## config.mk

```make
export PLATFORM = sky130hd
export DESIGN_NAME = switch_step_gen
export DESIGN_NICKNAME = d
export VERILOG_FILES = /design/src/rtl/switch_step_gen_pkg.sv /design/src/rtl/switch_step_gen_debounce_filter.sv /design/src/rtl/switch_step_gen.sv
export SDC_FILE = /design/constraint.sdc
export NUM_CORES = 1
export LEC_CHECK = 0
export ABC_AREA = 1
export CORE_UTILIZATION = 50
export DETAILED_ROUTE_END_ITERATION = 10
export PLACE_DENSITY = 0.71
export SLEW_MARGIN = 30
export SYNTH_ARGS = -nofsm -noshare
export SYNTH_HDL_FRONTEND = slang
export SYNTH_SLANG_ARGS = --single-unit
```

## constraint.sdc

```tcl
create_clock -name i_Clk -period 2.1 [get_ports i_Clk]
set_input_delay 0.21 -clock i_Clk [delete_from_list [all_inputs] [get_ports i_Clk]]
set_output_delay 0.21 -clock i_Clk [all_outputs]
set_load 0.005 [all_outputs]
```

## src/rtl/switch_step_gen_pkg.sv

```systemverilog
`default_nettype none
// ============================================================================
//  Module      : switch_step_gen_pkg
//  Description : Shared FSM state encoding, board clock constant and timing
//                defaults for the push-button step generator.
//  Revision    : 1.0  initial release
// ============================================================================
package switch_step_gen_pkg;

    // Board clock frequency; the timing defaults below are derived from it.
    localparam int CLK_HZ = 25_000_000;

    // 10 ms debounce window, 0.5 s first-repeat delay, 0.1 s repeat period.
    localparam int DEF_DEBOUNCE_LIMIT = CLK_HZ / 100;
    localparam int DEF_REPEAT_DELAY   = CLK_HZ / 2;
    localparam int DEF_REPEAT_PERIOD  = CLK_HZ / 10;

    // Step generator FSM states.
    typedef enum logic [1:0] {
        ST_IDLE   = 2'd0,
        ST_DELAY  = 2'd1,
        ST_REPEAT = 2'd2
    } step_state_t;

    // Larger of two integers; sizes the shared repeat timer.
    function automatic int max_int(input int a, input int b);
        return (a > b) ? a : b;
    endfunction

endpackage : switch_step_gen_pkg
`default_nettype wire

```

## src/rtl/switch_step_gen_debounce_filter.sv

```systemverilog
`default_nettype none
// ============================================================================
//  Module      : debounce_filter
//  Description : Two-flop synchronizer followed by a consecutive-cycle
//                debounce counter. The clean level only flips after the
//                synchronized input has disagreed with it for DEBOUNCE_LIMIT
//                consecutive cycles; shorter glitches are invisible.
//                DEBOUNCE_LIMIT must be >= 2.
//  Revision    : 1.0  initial release
// ============================================================================
module debounce_filter
    import switch_step_gen_pkg::*;
#(
    parameter int DEBOUNCE_LIMIT = DEF_DEBOUNCE_LIMIT
) (
    input  logic i_Clk,
    input  logic i_Rst,
    input  logic i_Raw,
    output logic o_Clean
);

    localparam int CNT_W = $clog2(DEBOUNCE_LIMIT);
    localparam logic [CNT_W-1:0] CNT_LAST = CNT_W'(DEBOUNCE_LIMIT - 1);

    logic             sync1;
    logic             sync2;
    logic [CNT_W-1:0] count;

    // Bring the asynchronous switch into the clock domain.
    always_ff @(posedge i_Clk) begin
        if (i_Rst) begin
            sync1 <= 1'b0;
            sync2 <= 1'b0;
        end else begin
            sync1 <= i_Raw;
            sync2 <= sync1;
        end
    end

    // Count consecutive disagreeing cycles; flip the clean level at the limit.
    always_ff @(posedge i_Clk) begin
        if (i_Rst) begin
            count   <= '0;
            o_Clean <= 1'b0;
        end else if (sync2 != o_Clean) begin
            if (count == CNT_LAST) begin
                o_Clean <= sync2;
                count   <= '0;
            end else begin
                count <= count + CNT_W'(1);
            end
        end else begin
            count <= '0;
        end
    end

endmodule : debounce_filter
`default_nettype wire

```

## src/rtl/switch_step_gen.sv

```systemverilog
`default_nettype none
// ============================================================================
//  Module      : switch_step_gen
//  Description : Turns a raw bouncy push-button into single-cycle step
//                pulses: one step per press, then auto-repeat after
//                REPEAT_DELAY cycles every REPEAT_PERIOD cycles while held.
//                Release always wins over a coincident timer expiry.
//                All parameters must be >= 2.
//  Revision    : 1.0  initial release
// ============================================================================
module switch_step_gen
    import switch_step_gen_pkg::*;
#(
    parameter int DEBOUNCE_LIMIT = DEF_DEBOUNCE_LIMIT,
    parameter int REPEAT_DELAY   = DEF_REPEAT_DELAY,
    parameter int REPEAT_PERIOD  = DEF_REPEAT_PERIOD
) (
    input  logic i_Clk,
    input  logic i_Rst,
    input  logic i_Switch,
    output logic o_Switch_Clean,
    output logic o_Step,
    output logic o_Repeating
);

    // One timer serves both the first delay and the repeat period.
    localparam int TMR_W = $clog2(max_int(REPEAT_DELAY, REPEAT_PERIOD));
    localparam logic [TMR_W-1:0] DELAY_LAST  = TMR_W'(REPEAT_DELAY - 1);
    localparam logic [TMR_W-1:0] PERIOD_LAST = TMR_W'(REPEAT_PERIOD - 1);

    logic             filtered;
    logic [TMR_W-1:0] timer;
    step_state_t      state;

    debounce_filter #(
        .DEBOUNCE_LIMIT (DEBOUNCE_LIMIT)
    ) u_debounce (
        .i_Clk   (i_Clk),
        .i_Rst   (i_Rst),
        .i_Raw   (i_Switch),
        .o_Clean (filtered)
    );

    // Register the debounced level; the FSM works from this registered copy.
    always_ff @(posedge i_Clk) begin
        if (i_Rst) begin
            o_Switch_Clean <= 1'b0;
        end else begin
            o_Switch_Clean <= filtered;
        end
    end

    // Step FSM with repeat timer; o_Step and o_Repeating registered with state.
    always_ff @(posedge i_Clk) begin
        if (i_Rst) begin
            state       <= ST_IDLE;
            timer       <= '0;
            o_Step      <= 1'b0;
            o_Repeating <= 1'b0;
        end else begin
            o_Step <= 1'b0;
            case (state)
                ST_IDLE: begin
                    o_Repeating <= 1'b0;
                    if (o_Switch_Clean) begin
                        o_Step <= 1'b1;
                        timer  <= '0;
                        state  <= ST_DELAY;
                    end
                end
                ST_DELAY: begin
                    if (!o_Switch_Clean) begin
                        state       <= ST_IDLE;
                        o_Repeating <= 1'b0;
                    end else if (timer == DELAY_LAST) begin
                        o_Step      <= 1'b1;
                        timer       <= '0;
                        state       <= ST_REPEAT;
                        o_Repeating <= 1'b1;
                    end else begin
                        timer <= timer + TMR_W'(1);
                    end
                end
                ST_REPEAT: begin
                    if (!o_Switch_Clean) begin
                        state       <= ST_IDLE;
                        o_Repeating <= 1'b0;
                    end else if (timer == PERIOD_LAST) begin
                        o_Step <= 1'b1;
                        timer  <= '0;
                    end else begin
                        timer <= timer + TMR_W'(1);
                    end
                end
                default: begin
                    state       <= ST_IDLE;
                    timer       <= '0;
                    o_Repeating <= 1'b0;
                end
            endcase
        end
    end

endmodule : switch_step_gen
`default_nettype wire
```

==> impl_results.md, run 1 <==
- Outcome: finished clean
- Clock Sinks: 50
- Worst-path fanout max: 11
- Vias in the first global route: between 2000 and 3000
- Post-CTS Resized: 0
- Initial antenna violation count: 0
- TritonCTS clock tree: yes
- Setup slack, reg-to-reg: between 200 and 300 ps
- FF-to-FF Start: state[0]
- CTS root buf: clkbuf_8
- Routed vias/inst: roughly 5.2
- CP startpoint kind: flop
- Top cell type's share of synthesized area: 0.3251
- Pre-antenna DRT Iters: 5
- CP endpoint kind: flop
- Clock Skew: roughly 12 ps
- DRT iter0 DRCs: approximately 220
- Final cell count without fillers: ~560
- WS Path Type: reg2reg
- Biggest register: timer
- Distinct cell type count of the synthesized netlist: 34
- Static Leak: around 1.2 nW
- Post-synth EDFFs: 0
- Die area: roughly 0.0065 mm^2
- First-pass GRT wire length: roughly 11000 um
- Clk slew on worst S/H paths: roughly 100 ps
- IO buf count: 5
- Fillers: between 500 and 600
- Residual DRC: 0
- Max Fclk: 543.4 MHz
- Wire per inst: approximately 12 um
- Post-CTS Hold Buffers: 0
- Worst hold start: i_Switch
- Ys flop type: dfxtp_1
- Synthesized area per cell: roughly 6.4 um^2
- Clock tree buffer depth: 2
- Biggest regs: timer (24), u_debounce.count (18), state (2)
- Area delta synth->final: 6.217%
- Peak supply drop: between 0.3 and 0.4 mV
- Worst Hold Endpoint: u_debounce.sync1
- Largest family of logic cells by synthesized area: simple AND/OR/NAND/NOR gates
- Post-Syn Nets: around 500
- Worst Reg-to-Reg Cells: 11
- Post-Synth Adder-Cell Area: 0.02438
- I/O pins: 6
- Post-synthesis compound-gate area fraction: 0.1231
- Clk Latency, worst-skew pair: about 310 ps
- Detail Placement HPWL: between 4000 and 5000 um
- Dpl cells: around 560
- Routed Antenna Nets: 0
- CP required: 2360 ps
- Fin Setup TNS: 0 ps
- Die Span Y: 80.48 um
- CTS Buf Count: 5
- Row cnt: 28
- Post-Synth XOR/XNOR Area: 0.01422
- WHS: approximately 400 ps
- Power Density: between 500 and 600 mW/mm^2
- GRT Resource Usage Total: 0.2270
- Post-synth top cells: nand2_1, inv_1, nor2_1
- Max-cap viol count: 0
- Fraction of registers with async set/reset: 0
- Register Area: approximately 0.001 mm^2
- Antenna Cells: 0
- Initial core utilization: 0.5201
- Post CTS Setup Buffer Count: 0
- Max reg flops: 24
- Slew headroom: 0.7156
- Final Hold Viols: 0
- Cell count after synthesis: just under 500
- Pins Over Slew Limit: 0
- Final Cycle Share: 0.8763
- Unrepaired setup endpoints after global routing: false
- Core area: about 0.006 mm^2
- Dominant cell type by area after synthesis: dfxtp_1
- Grt total ovfl: 0
- Synthesis Warnings: 0
- Seq/Total Area, Yosys: 0.3251
- Synth Area in Simple Gates: 0.3958
- Vias: 2934
- Top-count cell post-synth: nand2_1
- Area of the multi-input gates: 0.001717 mm^2
- Die width: about 80 um
- Min Clock Period, post-route: 1840 ps
- H-tree depth: 2
- Largest net degree at the start of global routing: 23
- Final nets: around 500
- Routability cong.: 0.9006
- WP data arrival: roughly 2100 ps
- Setup Viol. Count Final: 0
- Mux share of post-synthesis cell area: 0
- Hold path depth: 3
- Fraction of layout instances using a drive strength above 1: 0.09016
- Mapped Area: 0.003079 mm^2
- Reg2reg end: timer[23]
- Dominant cells by area after synthesis: dfxtp_1, nand2_1, inv_1
- HP Class: in2reg
- Post-detailed-routing wire length: between 6000 and 7000 um
- Seq cells post-synth: 50
- Worst-margin pin slew: ~430 ps
==> placed cells by master (no fill, tap or decap), drive strengths merged <==
master / n
nand2: 132
nor2: 74
inv: 69
dfxtp: 50
a21oi: 48
nand3: 30
o21ai: 22
nor3: 16
nand4: 11
ha: 6
clkbuf: 5
clkdlybuf4s50: 5
buf: 5
xnor2: 3
nor3b: 3
xor2: 2
a31oi: 1
o21bai: 1
o31ai: 1
or2: 1
nand3b: 1
clkinv: 1
bufinv: 1
==> layout make-up <==
cell class              instances  area share
multi-input cells             352      0.5249
flip-flops and latches         50      0.3060
inverters                      68     0.07804
well taps                      75     0.02869
repair buffers                 10     0.02678
clock buffers                   5     0.02104
clock inverters                 3     0.01454
==> metrics by stage <==
| step | util | setup WS (ps) | power (mW) | instance area (um^2) |
|---|---|---|---|---|
| detailed placement | 0.5328 | 302.7 | 1.121 | 3154 |
| finish | 0.5524 | 259.7 | 1.811 | 3271 |
| global route | 0.5524 | 61.44 | 1.879 | 3271 |
| global placement | 0.5328 | 370.7 | 1.120 | 3154 |
| floorplan | - | 496.5 | 1.097 | 3079 |
| CTS | 0.5524 | 274.9 | 1.832 | 3271 |
==> where the power goes <==
| group | switching (mW) | internal [mW] | total (mW) |
|---|---|---|---|
| sequential | 0.00340 | 0.952 | 0.955 |
| combinational | 0.104 | 0.0409 | 0.145 |
| clock | 0.349 | 0.362 | 0.711 |
==> cells by family after synthesis <==
logic type	after synthesis
xor+xnor	5
buf+inv	81
compound gates	73
fa+ha+maj	6
simple gates	268
flops	50
==> routing by layer <==
metal | global-route usage | wire length (um)
met1 | 0.2779 | 3166
met2 | 0.3864 | 3203
met3 | 0.04205 | 262
met4 | 0.09464 | 144
met5 | 0 | 0
==> worst max-delay path by stage <==
stage                end  slack, ps      from
2_1_floorplan  timer[22]        500  state[0]
3_3_place_gp   timer[23]        370  state[0]
3_5_place_dp   timer[23]        300  state[0]
4_1_cts        timer[23]        270  state[0]
5_1_grt        timer[23]         60  state[0]
6_report       timer[23]        260  state[0]
==> critical path, stage by stage, from the launching register on <==
cell	delay, ps
dfxtp_1	390
inv_1	80
ha_1	280
nor2_1	170
nand2_1	100
nand2_4	150
inv_2	140
nor3_2	190
nand2_1	70
nand2_1	60
nand2_1	50
a21oi_1	100
No activity file was read; power rests on OpenSTA's default activity.
==> run 2: changes to the inputs <==
--- a/config.mk
+++ b/config.mk
@@ -7,6 +7,7 @@
 export LEC_CHECK = 0
 export ABC_AREA = 1
 export CORE_UTILIZATION = 50
+export CTS_CLUSTER_SIZE = 25
 export DETAILED_ROUTE_END_ITERATION = 10
 export PLACE_DENSITY = 0.71
 export SLEW_MARGIN = 30
==> results of run 2 <==
Same layout as run 1: the final DEF is identical, and so are final timing and power.
==> run 3: changes to the inputs <==
--- a/config.mk
+++ b/config.mk
@@ -5,12 +5,13 @@
 export SDC_FILE = /design/constraint.sdc
 export NUM_CORES = 1
 export LEC_CHECK = 0
-export ABC_AREA = 1
+export ABC_AREA = 0
 export CORE_UTILIZATION = 50
 export CTS_CLUSTER_SIZE = 25
 export DETAILED_ROUTE_END_ITERATION = 10
-export PLACE_DENSITY = 0.71
+export PLACE_DENSITY = 0.72
 export SLEW_MARGIN = 30
 export SYNTH_ARGS = -nofsm -noshare
 export SYNTH_HDL_FRONTEND = slang
+export SYNTH_HIERARCHICAL = 1
 export SYNTH_SLANG_ARGS = --single-unit
==> run 3 against run 2 <==
Effect of this change:
- global-route usage decreased by 1.9 points
- synthesized area down 18%
- maximum frequency down 6.5%
- power fell by 6.5%
- critical endpoint is now u_debounce/count[14]
- clock skew is 3.0 ps lower
- final area is 12% lower
- critical path type unchanged
- synthesized cell count shrank 38%
==> impl_results.md, run 3 <==
- Peak supply drop: 0.3787 mV (+11%)
- Dominant cells by area after synthesis: dfxtp_1, xnor2_1, nor2_1
- Wire per inst: 13.40 um (+11%)
- Die width: 73.24 um (-9.0%)
- HP Class: in2reg
- GRT Resource Usage Total: 0.2079 (-0.01915)
- H-tree depth: 2 (unchanged)
- Max Fclk: 508.0 MHz (-6.5%)
- Unrepaired setup endpoints after global routing: false
- FF-to-FF Start: u_debounce/count[0]
- Cell count after synthesis: 299 (-38%)
- Mapped Area: 0.002537 mm^2 (-18%)
- Core area: 0.004817 mm^2 (-19%)
- Biggest register: timer
- Net Sw Power: 0.3684 mW (-19%)
- Routed vias/inst: 5.542 (+6.3%)
- Post-synth EDFFs: 0 (unchanged)
- Vias: 2106 (-28%)
- Min Clock Period, post-route: 1968 ps (+128.0 ps)
- Util after Layout: 0.5945 (+0.04214)
- Internal Power: 1.325 mW (-2.2%)
- I/O pins: 6 (unchanged)
- Clock Sinks: 50 (unchanged)
- Distinct cell type count of the synthesized netlist: 49 (+44%)
- Max-cap viol count: 0 (unchanged)
- Routed Antenna Nets: 0 (unchanged)
- WHS: 440.4 ps (+43.36 ps)
- Placement Setup Slack: -109.1 ps (-411.8 ps)
- Max reg flops: 24 (unchanged)
- Setup slack, reg-to-reg: 130 ps (-130 ps)
- Worst-path fanout max: 5 (-6)
- Fraction of layout instances using a drive strength above 1: 0.1310 (+0.04083)
- Top cell type's share of synthesized area: 0.3945 (+0.06941)
- Setup Viol. Count Final: 0 (unchanged)
- CP endpoint kind: flop
- Initial core utilization: 0.5268 (+0.006677)
- Biggest regs: timer (24), u_debounce/count (18), state (2)
- Combinational Power Share: 0.017 (-0.063)
- Worst-margin pin slew: 496.6 ps (+70.41 ps)
- Die area: 0.005364 mm^2 (-17%)
- WS Path Type: reg2reg
- Final Cycle Share: 0.9373 (+0.06095)
- DRT iter0 DRCs: 170 (-24%)
- Clock tree buffer depth: 2 (unchanged)
- Residual DRC: 0 (unchanged)
- Clk Latency, worst-skew pair: 310 ps (about the same)
- Initial antenna violation count: 0 (unchanged)
- Outcome: finished clean
- CTS Buf Count: 5 (unchanged)
- Seq cells post-synth: 50 (unchanged)
- First-pass GRT wire length: 8728 um (-24%)
- Final Hold Viols: 0 (unchanged)
- Dominant cell type by area after synthesis: dfxtp_1
- Vias in the first global route: 1908 (-28%)
- Sequential share of power: 0.561 (+0.034)
- Commonest non-fill, non-tap cell in the layout: dfxtp_1
- Die Span Y: 73.24 um (-9.0%)
- Routability cong.: 0.8244 (-8.5%)
- Pins Over Slew Limit: 0 (unchanged)
- Synthesis Warnings: 6 (+6)
- Antenna Cells: 0 (unchanged)
- Row cnt: 25 (-11%)
- IO buf count: 5 (unchanged)
- Static Leak: 0.8616 nW (-29%)
- Power Density: 591.3 mW/mm^2 (+6.8%)
- Most frequent cells in the layout: dfxtp_1, nor2_1, xnor2_1, nand2_1, nand3_1
- Grt total ovfl: 0 (unchanged)
- CP startpoint kind: flop
- Post-synth top cells: dfxtp_1, nor2_1, xnor2_1
- Pre-antenna DRT Iters: 4 (-1)
- Final nets: 321 (-35%)
- TritonCTS clock tree: yes
- Worst Reg-to-Reg Cells: 5 (-6)
- Post-Syn Nets: 308 (-37%)
- Post CTS Setup Buffer Count: 0 (unchanged)
- Hold path depth: 2 (-1)
- Synthesized area per cell: 8.486 um^2 (+33%)
- Fillers: 430 (-27%)
- Clock Skew: 9.281 ps (-2.983 ps)
- CTS root buf: clkbuf_8
- WP data arrival: 2220 ps (+120 ps)
- Switching share of total power: 0.2175 (-0.03463)
- Final worst slack: 131.7 ps (-128.0 ps)
- Slew headroom: 0.6667 (-0.04885)
- CP required: 2350 ps (about the same)
- Detail Placement HPWL: 3563 um (-28%)
- Fraction of registers with async set/reset: 0 (unchanged)
- Worst Hold Endpoint: u_debounce/sync1
- Clock Power Share: 0.421 (+0.028)
- Post-detailed-routing wire length: 5092 um (-25%)
- Worst hold start: i_Switch
- Area delta synth->final: 12.87%
- Ys flop type: dfxtp_1
- Seq/Total Area, Yosys: 0.3945 (+0.06941)
- Reg2reg end: u_debounce/count[14]
- Clk slew on worst S/H paths: 100 ps (about the same)
- Largest net degree at the start of global routing: 18 (-22%)
- Top-count cell post-synth: dfxtp_1
-- run 3: through the flow --
stage	instances	area (um^2)	total power [mW]	setup TNS, ps
after global routing	380	2864	1.749	0
after detailed placement	372	2718	1.002	-395.0
after floorplan	299	2537	0.9882	0
after CTS	380	2844	1.708	0
final	380	2864	1.694	0
after global placement	372	2718	1.002	0
-- run 3: area by class of cell --
cell class / instances / area, um^2 / area share
Multi-Input combinational cell: 226 / 1459 / 0.5094
Sequential cell: 50 / 1002 / 0.3499
Timing Repair Buffer: 18 / 160.2 / 0.05592
Tap cell: 67 / 83.83 / 0.02927
Clock buffer: 5 / 68.82 / 0.02403
Clock inverter: 3 / 48.80 / 0.01704
Inverter: 11 / 41.29 / 0.01442
-- run 3: worst max-delay path by stage --
stage                                       to                start
after global placement               timer[21]             state[0]
after detailed placement             timer[17]             state[0]
final                     u_debounce/count[14]  u_debounce/count[0]
after CTS                            timer[16]             state[0]
after global routing      u_debounce/count[14]  u_debounce/count[0]
after floorplan                      timer[17]             state[0]
-- run 3: logic make-up (layout without fill, tap and decap cells) --
| logic type | count (synthesis) | in the layout | synth area share |
|---|---|---|---|
| AND/OR/NAND/NOR | 147 | 147 | 0.3161 |
| AO/OA/AOI/OAI | 43 | 43 | 0.1139 |
| buffers and inverters | 23 | 37 | 0.04142 |
| flip-flops | 50 | 50 | 0.3945 |
| adder cells (fa/ha/maj) | 6 | 6 | 0.02959 |
| XOR/XNOR | 29 | 29 | 0.1001 |
| multiplexers | 1 | 1 | 0.004438 |
-- run 3: critical path, cell delays in order (launching register included) --
cell and delay (ps):
dfxtp_1 390, ha_1 220, nand3_1 200, or3_1 430, or4_2 540, a21oi_1 140
-- run 3: what timing repair did --
action,4_1_cts,5_1_grt
pin swaps,0,0
setup endpoints to repair,8,11
cloned,0,0
hold buffers,0,0
resized for setup,2,5
-- run 3: power groups by stage --
stage	sequential [mW]	clock (mW)	combinational, mW
after floorplan	0.973	0	0.0154
after global placement	0.973	0	0.0289
after global routing	0.952	0.765	0.0319
after detailed placement	0.973	0	0.0293
final	0.951	0.714	0.0290
after CTS	0.951	0.727	0.0299
-- run 3: routing by layer --
metal | track usage | wire length (um) | vias to the layer above
li1 | - | - | 1081
met1 | 0.2664 | 2388 | 974
met2 | 0.3508 | 2445 | 43
met3 | 0.05110 | 187 | 8
met4 | 0.04793 | 70 | 0
met5 | 0 | 0 | -
